### config.mk
export PLATFORM = sky130hd
export DESIGN_NAME = prog_sequencer
export DESIGN_NICKNAME = d
export VERILOG_FILES = /design/src/rtl/prog_seq_pkg.sv /design/src/rtl/prog_sequencer_pc_next_calc.sv /design/src/rtl/prog_sequencer.sv
export SDC_FILE = /design/constraint.sdc
export NUM_CORES = 1
export LEC_CHECK = 0
export ABC_AREA = 1
export CORE_ASPECT_RATIO = 0.5
export CORE_MARGIN = 5
export CORE_UTILIZATION = 38
export DETAILED_ROUTE_END_ITERATION = 7
export GPL_ROUTABILITY_DRIVEN = 0
export MAX_ROUTING_LAYER = met4
export PLACE_DENSITY = 0.73
export SLEW_MARGIN = 10
export SYNTH_ARGS = -nofsm -noshare
export SYNTH_HDL_FRONTEND = slang
export SYNTH_SLANG_ARGS = --single-unit
### constraint.sdc
create_clock -name clk -period 2.8 [get_ports clk]
set_input_delay 0.56 -clock clk [delete_from_list [all_inputs] [get_ports clk]]
set_output_delay 0.56 -clock clk [all_outputs]
set_load 0.005 [all_outputs]
### src/rtl/prog_seq_pkg.sv
`default_nettype none
// =====================================================================
// prog_seq_pkg : shared types and constants for the program sequencer
// Rev 1.0
// =====================================================================
package prog_seq_pkg;

    typedef enum logic [1:0] {
        ST_IDLE   = 2'd0,
        ST_RUN    = 2'd1,
        ST_HALTED = 2'd2
    } state_t;

    localparam logic BR_REL = 1'b0;
    localparam logic BR_ABS = 1'b1;

    // Entry points of the resident programs: int2float, float2int, fixed-point mult
    localparam int NPROG_TBL = 3;
    localparam int PROG_BASE [NPROG_TBL] = '{0, 256, 512};

    function automatic int prog_base(input int idx);
        if (idx >= 0 && idx < NPROG_TBL) begin
            return PROG_BASE[idx];
        end
        return 0;
    endfunction

endpackage
`default_nettype wire

### src/rtl/prog_sequencer_pc_next_calc.sv
`default_nettype none
// =====================================================================
// pc_next_calc : combinational next-PC selection and wrap detection
// Rev 1.0
// =====================================================================
module pc_next_calc
    import prog_seq_pkg::*;
#(
    parameter int PCW = 10
) (
    input  logic [PCW-1:0] pc,
    input  logic           stall,
    input  logic           halt,
    input  logic           branch_en,
    input  logic           branch_type,
    input  logic           cmp_flag,
    input  logic [PCW-1:0] branch_target,
    output logic [PCW-1:0] next_pc,
    output logic           wrap_event
);

    // Two guard bits catch both carry-out and borrow of the signed relative add
    logic [PCW+1:0] w_rel_sum;
    assign w_rel_sum = {2'b00, pc} + {{2{branch_target[PCW-1]}}, branch_target};

    always_comb begin
        next_pc    = pc;
        wrap_event = 1'b0;
        if (stall || halt) begin
            next_pc    = pc;
        end else if (branch_en && cmp_flag) begin
            if (branch_type == BR_ABS) begin
                next_pc = branch_target;
            end else begin
                next_pc    = w_rel_sum[PCW-1:0];
                wrap_event = (w_rel_sum[PCW+1:PCW] != 2'b00);
            end
        end else begin
            next_pc    = pc + PCW'(1);
            wrap_event = &pc;
        end
    end

endmodule
`default_nettype wire

### src/rtl/prog_sequencer.sv
`default_nettype none
// =====================================================================
// prog_sequencer : fetch/run controller with program select and start/done
// Rev 1.0
// =====================================================================
module prog_sequencer
    import prog_seq_pkg::*;
#(
    parameter int PCW   = 10,
    parameter int NPROG = 3,
    parameter int PSW   = 2,
    parameter int CCW   = 16
) (
    input  logic           clk,
    input  logic           reset,
    input  logic           start,
    input  logic [PSW-1:0] prog_sel,
    input  logic           stall,
    input  logic           halt,
    input  logic           branch_en,
    input  logic           branch_type,
    input  logic           cmp_flag,
    input  logic [PCW-1:0] branch_target,
    output logic [PCW-1:0] pc,
    output logic           running,
    output logic           done,
    output logic [CCW-1:0] cycle_count,
    output logic           pc_wrap,
    output logic           bad_prog
);

    state_t         r_state;
    logic [PCW-1:0] r_pc;
    logic           r_running;
    logic           r_done;
    logic [CCW-1:0] r_cycle_count;
    logic           r_pc_wrap;
    logic           r_bad_prog;

    logic [PCW-1:0] w_next_pc;
    logic           w_wrap_event;
    logic           w_sel_ok;

    assign w_sel_ok = int'(prog_sel) < NPROG;

    pc_next_calc #(
        .PCW(PCW)
    ) u_pc_next_calc (
        .pc            (r_pc),
        .stall         (stall),
        .halt          (halt),
        .branch_en     (branch_en),
        .branch_type   (branch_type),
        .cmp_flag      (cmp_flag),
        .branch_target (branch_target),
        .next_pc       (w_next_pc),
        .wrap_event    (w_wrap_event)
    );

    always_ff @(posedge clk) begin
        if (reset) begin
            r_state       <= ST_IDLE;
            r_pc          <= '0;
            r_running     <= 1'b0;
            r_done        <= 1'b0;
            r_cycle_count <= '0;
            r_pc_wrap     <= 1'b0;
            r_bad_prog    <= 1'b0;
        end else begin
            case (r_state)
                ST_IDLE, ST_HALTED: begin
                    if (start) begin
                        if (w_sel_ok) begin
                            r_state       <= ST_RUN;
                            r_pc          <= PCW'(prog_base(int'(prog_sel)));
                            r_running     <= 1'b1;
                            r_done        <= 1'b0;
                            r_cycle_count <= '0;
                            r_pc_wrap     <= 1'b0;
                            r_bad_prog    <= 1'b0;
                        end else begin
                            r_bad_prog    <= 1'b1;
                        end
                    end
                end
                ST_RUN: begin
                    r_pc <= w_next_pc;
                    if (w_wrap_event) begin
                        r_pc_wrap <= 1'b1;
                    end
                    if (r_cycle_count != '1) begin
                        r_cycle_count <= r_cycle_count + CCW'(1);
                    end
                    // Stall masks halt so a multicycle access completes first
                    if (!stall && halt) begin
                        r_state   <= ST_HALTED;
                        r_running <= 1'b0;
                        r_done    <= 1'b1;
                    end
                end
                default: begin
                    r_state <= ST_IDLE;
                end
            endcase
        end
    end

    assign pc          = r_pc;
    assign running     = r_running;
    assign done        = r_done;
    assign cycle_count = r_cycle_count;
    assign pc_wrap     = r_pc_wrap;
    assign bad_prog    = r_bad_prog;

endmodule
`default_nettype wire

==> flow_metrics.tcl <==
set metrics [dict create \
    met2_usage_pct 30.2 \
    detail_route.drc_violations 0 \
    largest_net_degree_at_the_start_of_global_routing 19 \
    global_route.usage.met3_pct 2.61 \
    peak_supply_drop_v 0.000251 \
    viasPerCell 5.00 \
    timing.critical_path.mode_cell "sky130_fd_sc_hd__nand2_1" \
    synth_seq_area_share_pct 25.8 \
    global_route_usage_over_all_layers_pct 17.5 \
    synthCells 403 \
    crit_type "in -> reg" \
    crit-reg2reg-launch "cycle_count[0]$_SDFFE_PP0P_" \
    average_cell_area_after_synthesis_um2 6.17 \
    antenna_found_initial 0 \
    ff2ff_path_depth 12 \
    number_of_global_route_vias_before_repair 2523 \
    p_per_area_nw_per_um2 397 \
    min-delay-start "done$_SDFFE_PP0P_" \
    met1_usage_pct 22.5 \
    clk_transition_reported_paths_ps 60 \
    power_leakage_uw 0.00131 \
    regToRegEndpoint "cycle_count[12]$_SDFFE_PP0P_" \
    ant_nets 0 \
    dp_hpwl_mm 5.35 \
    finalSetupTns_ps 0 \
    drt-total-wl_mm 6.96 \
    setup_viol_count_final 0 \
    cts.htree.levels 2 \
    longest_individual_stage_delay_on_the_worst_path_ps 460 \
    status "complete, no violations" \
    max-cap-violations 0 \
    data_arrival_time_of_the_critical_path_ps 2490 \
    worstSetupStartpoint "branch_target[0]" \
    cp.buffers_inverters 1 \
    clk_latency_ps 280 \
    port-buffer-count 49 \
    synthDominantAreaCellType "sky130_fd_sc_hd__dfxtp_1" \
    timing.critical_path.from_type "input pin" \
    fin_crit_sh_pct 81.2 \
    whs_endpoint "done$_SDFFE_PP0P_" \
    post_synth_num_cell_types 35 \
    worst_path_max_delay_cell "sky130_fd_sc_hd__fa_1" \
    die_area_um2 8350 \
    root_buffer_cell "sky130_fd_sc_hd__clkbuf_16" \
    report.power.total_uw 1290 \
    cts_tree "built" \
    regToRegSetupSlack_ps 670 \
    path_max_fanout 5 \
    filler_cell_count 645 \
    numCtsBuffers 5 \
    syn2layout_area_growth_pct 30.6 \
    hold_violations 0 \
    avgRoutedWirePerCell_um 12.7 \
    grt_remaining_overflow 0 \
    cts_resized 0 \
    multi_input_comb_area_um2 1640 \
    post-synth-top-area-fraction_pct 25.8 \
    drt_pre_antenna_iters 4 \
    register_bit_total_from_synthesis 32 \
    timing.hold.worst.class "reg -> reg" \
    critPathRequiredTime_ps 3010 \
    worstHoldPathCells 2 \
    number_of_sinks_driven_by_the_clock_tree 32 \
    effective_utilization_at_floorplan_pct 40.0 \
    drt_iter0_drc 211 \
    ctsHoldBuffers 0 \
    worstSetupEndpointType "flop" \
    die_width_um 124 \
    num-nets-final 493 \
    placeable_core_region_um2 6210 \
    critical_path.top_delay_family "adder cells" \
    num_antenna_cells 0 \
    max_slew.worst_pin.slew_ps 424 \
    via_count 2741 \
    cts_setup_buffers 0 \
    die_h_um 67.2 \
    grt_pass1_wl_mm 11.8 \
    synth_area_leaders "sky130_fd_sc_hd__dfxtp_1 26%, sky130_fd_sc_hd__nand2_1 16%, sky130_fd_sc_hd__a21oi_1 9.5%, sky130_fd_sc_hd__nor2_1 7.7%, sky130_fd_sc_hd__nand3_1 7.5%" \
    achievable-frequency_mhz 440 \
    grt_setup_unrepaired "no" \
    final.setup_skew_ps 7.20 \
    clock_path_buffers 2 \
    synth_area_um2 2480 \
    critical_path_cell_list "clkdlybuf4s50_1 > ha_1 > fa_1 > nand3_1 > nand2_1 > xnor2_1 > o21ai_0 > nand2_1 > a21oi_1" \
    ratio_of_cells_with_drive_above_1_in_the_final_layout_pct 7.17 \
    fp-row-count 20 \
    max-slew-margin-rel_pct 71.5 \
    gr-max-usage-layer "met2" \
    number_of_pins_exceeding_their_max_slew_limit_in_the_final_report 0 \
    synth.yosys.warnings 0 \
    regArea_um2 641 \
    design.portCount 50 \
    postSynthNetCount 437 \
    finalWorstPathRequiredPeriod_ps 2270 \
]
==> state kept, by name (all words and copies together), names as in the netlist <==
name and count:
running 1, done 1, bad_prog 1, cycle_count 16
r_state 2, pc 10, pc_wrap 1
==> kinds of logic after synthesis <==
group / Yosys count / synth area share [%]
flip-flops: 32 / 25.8
buffers and inverters: 51 / 8.16
XOR/XNOR: 7 / 2.47
AO/OA/AOI/OAI: 76 / 16.6
AND/OR/NAND/NOR: 223 / 39.6
adder cells (fa/ha/maj): 14 / 7.35
==> layout by cell type, fill, tap and decap left out, drive strengths merged <==
cell type and instances:
a211oi 1, a21boi 1, a21oi 49, a22oi 1
buf 6, clkbuf 5, clkdlybuf4s50 49, clkinv 2
clkinvlp 2, dfxtp 32, fa 1, ha 13
inv 44, nand2 107, nand3 38, nand3b 1
nand4 6, nor2 54, nor3 12, nor4 2
o211ai 1, o21a 2, o21ai 19, o21bai 2
or2 3, xnor2 4, xor2 3
==> worst max-delay path by stage <==
stage | slack (ps) | cells past startpoint | end
4_1_cts | 560 | 11 | pc[5]$_SDFFE_PP0P_
2_1_floorplan | 900 | 12 | pc[8]$_SDFFE_PP0P_
3_5_place_dp | 260 | 13 | pc[8]$_SDFFE_PP0P_
3_3_place_gp | 280 | 13 | pc[8]$_SDFFE_PP0P_
6_report | 530 | 9 | pc[4]$_SDFFE_PP0P_
5_1_grt | 360 | 9 | pc[4]$_SDFFE_PP0P_
==> through the flow <==
step / std cells / hold slack, ps / util (%) / area [um2] / worst slack [ps]
floorplan: 403 / 448 / - / 2480 / 905
detailed placement: 540 / 469 / 49.9 / 3100 / 261
CTS: 548 / 488 / 52.3 / 3250 / 555
finish: 548 / 476 / 52.3 / 3250 / 526
global placement: 540 / 450 / 49.9 / 3100 / 277
global route: 548 / 516 / 52.3 / 3250 / 356
==> area by class of cell <==
| type | instances | area share, % |
|---|---|---|
| clock inverter | 3 | 0.732 |
| multi-input combinational | 320 | 50.6 |
| tap | 88 | 3.39 |
| sequential | 32 | 19.7 |
| timing repair buffer | 55 | 16.5 |
| inverter | 45 | 5.20 |
| clock buffer | 5 | 3.86 |
==> worst reg2reg max path, cell delays in order (launching register included) <==
cell,delay (ps)
sky130_fd_sc_hd__dfxtp_1,490
sky130_fd_sc_hd__ha_1,270
sky130_fd_sc_hd__nand2_2,80
sky130_fd_sc_hd__nor3_2,280
sky130_fd_sc_hd__nand2_1,100
sky130_fd_sc_hd__nor2_2,120
sky130_fd_sc_hd__nand3_2,120
sky130_fd_sc_hd__nand2_4,190
sky130_fd_sc_hd__inv_2,110
sky130_fd_sc_hd__nand2_1,80
sky130_fd_sc_hd__inv_1,40
sky130_fd_sc_hd__o21ai_1,100
sky130_fd_sc_hd__nor2_1,50
==> power by group <==
| group | switching, uW | internal (uW) |
|---|---|---|
| logic | 147 | 110 |
| clock network | 213 | 330 |
| registers | 19.3 | 470 |
| total | 379 | 911 |
==> per-layer routing <==
metal / part of all wire, % / routed length [um]
met4: 0.42 / 29
met3: 4.3 / 298
met1: 49 / 3380
met5: 0 / 0
met2: 47 / 3250
==> synth_stat cells <==
library cell	n
sky130_fd_sc_hd__nand3b_1	1
sky130_fd_sc_hd__nand3_1	37
sky130_fd_sc_hd__a211oi_2	1
sky130_fd_sc_hd__o21a_1	2
sky130_fd_sc_hd__dfxtp_1	32
sky130_fd_sc_hd__nor3_4	1
sky130_fd_sc_hd__nand2_4	1
sky130_fd_sc_hd__o21ai_0	17
sky130_fd_sc_hd__nand2_1	103
sky130_fd_sc_hd__clkinv_1	1
sky130_fd_sc_hd__xor2_1	3
sky130_fd_sc_hd__a22oi_1	1
sky130_fd_sc_hd__nor2_4	1
sky130_fd_sc_hd__nand4_1	6
sky130_fd_sc_hd__nor2_1	51
sky130_fd_sc_hd__buf_8	1
sky130_fd_sc_hd__clkbuf_1	5
sky130_fd_sc_hd__nor3_1	9
sky130_fd_sc_hd__o21ai_1	2
sky130_fd_sc_hd__ha_1	13
sky130_fd_sc_hd__nand3_2	1
sky130_fd_sc_hd__nand2_2	3
sky130_fd_sc_hd__o211ai_1	1
sky130_fd_sc_hd__a21oi_2	2
sky130_fd_sc_hd__nor4_1	2
sky130_fd_sc_hd__inv_1	42
sky130_fd_sc_hd__xnor2_1	4
sky130_fd_sc_hd__nor3_2	2
sky130_fd_sc_hd__a21oi_1	47
sky130_fd_sc_hd__inv_2	2
sky130_fd_sc_hd__a21boi_0	1
sky130_fd_sc_hd__fa_1	1
sky130_fd_sc_hd__or2_2	3
sky130_fd_sc_hd__o21bai_1	2
sky130_fd_sc_hd__nor2_2	2
Note: power is estimated with default switching activity, not from simulation.
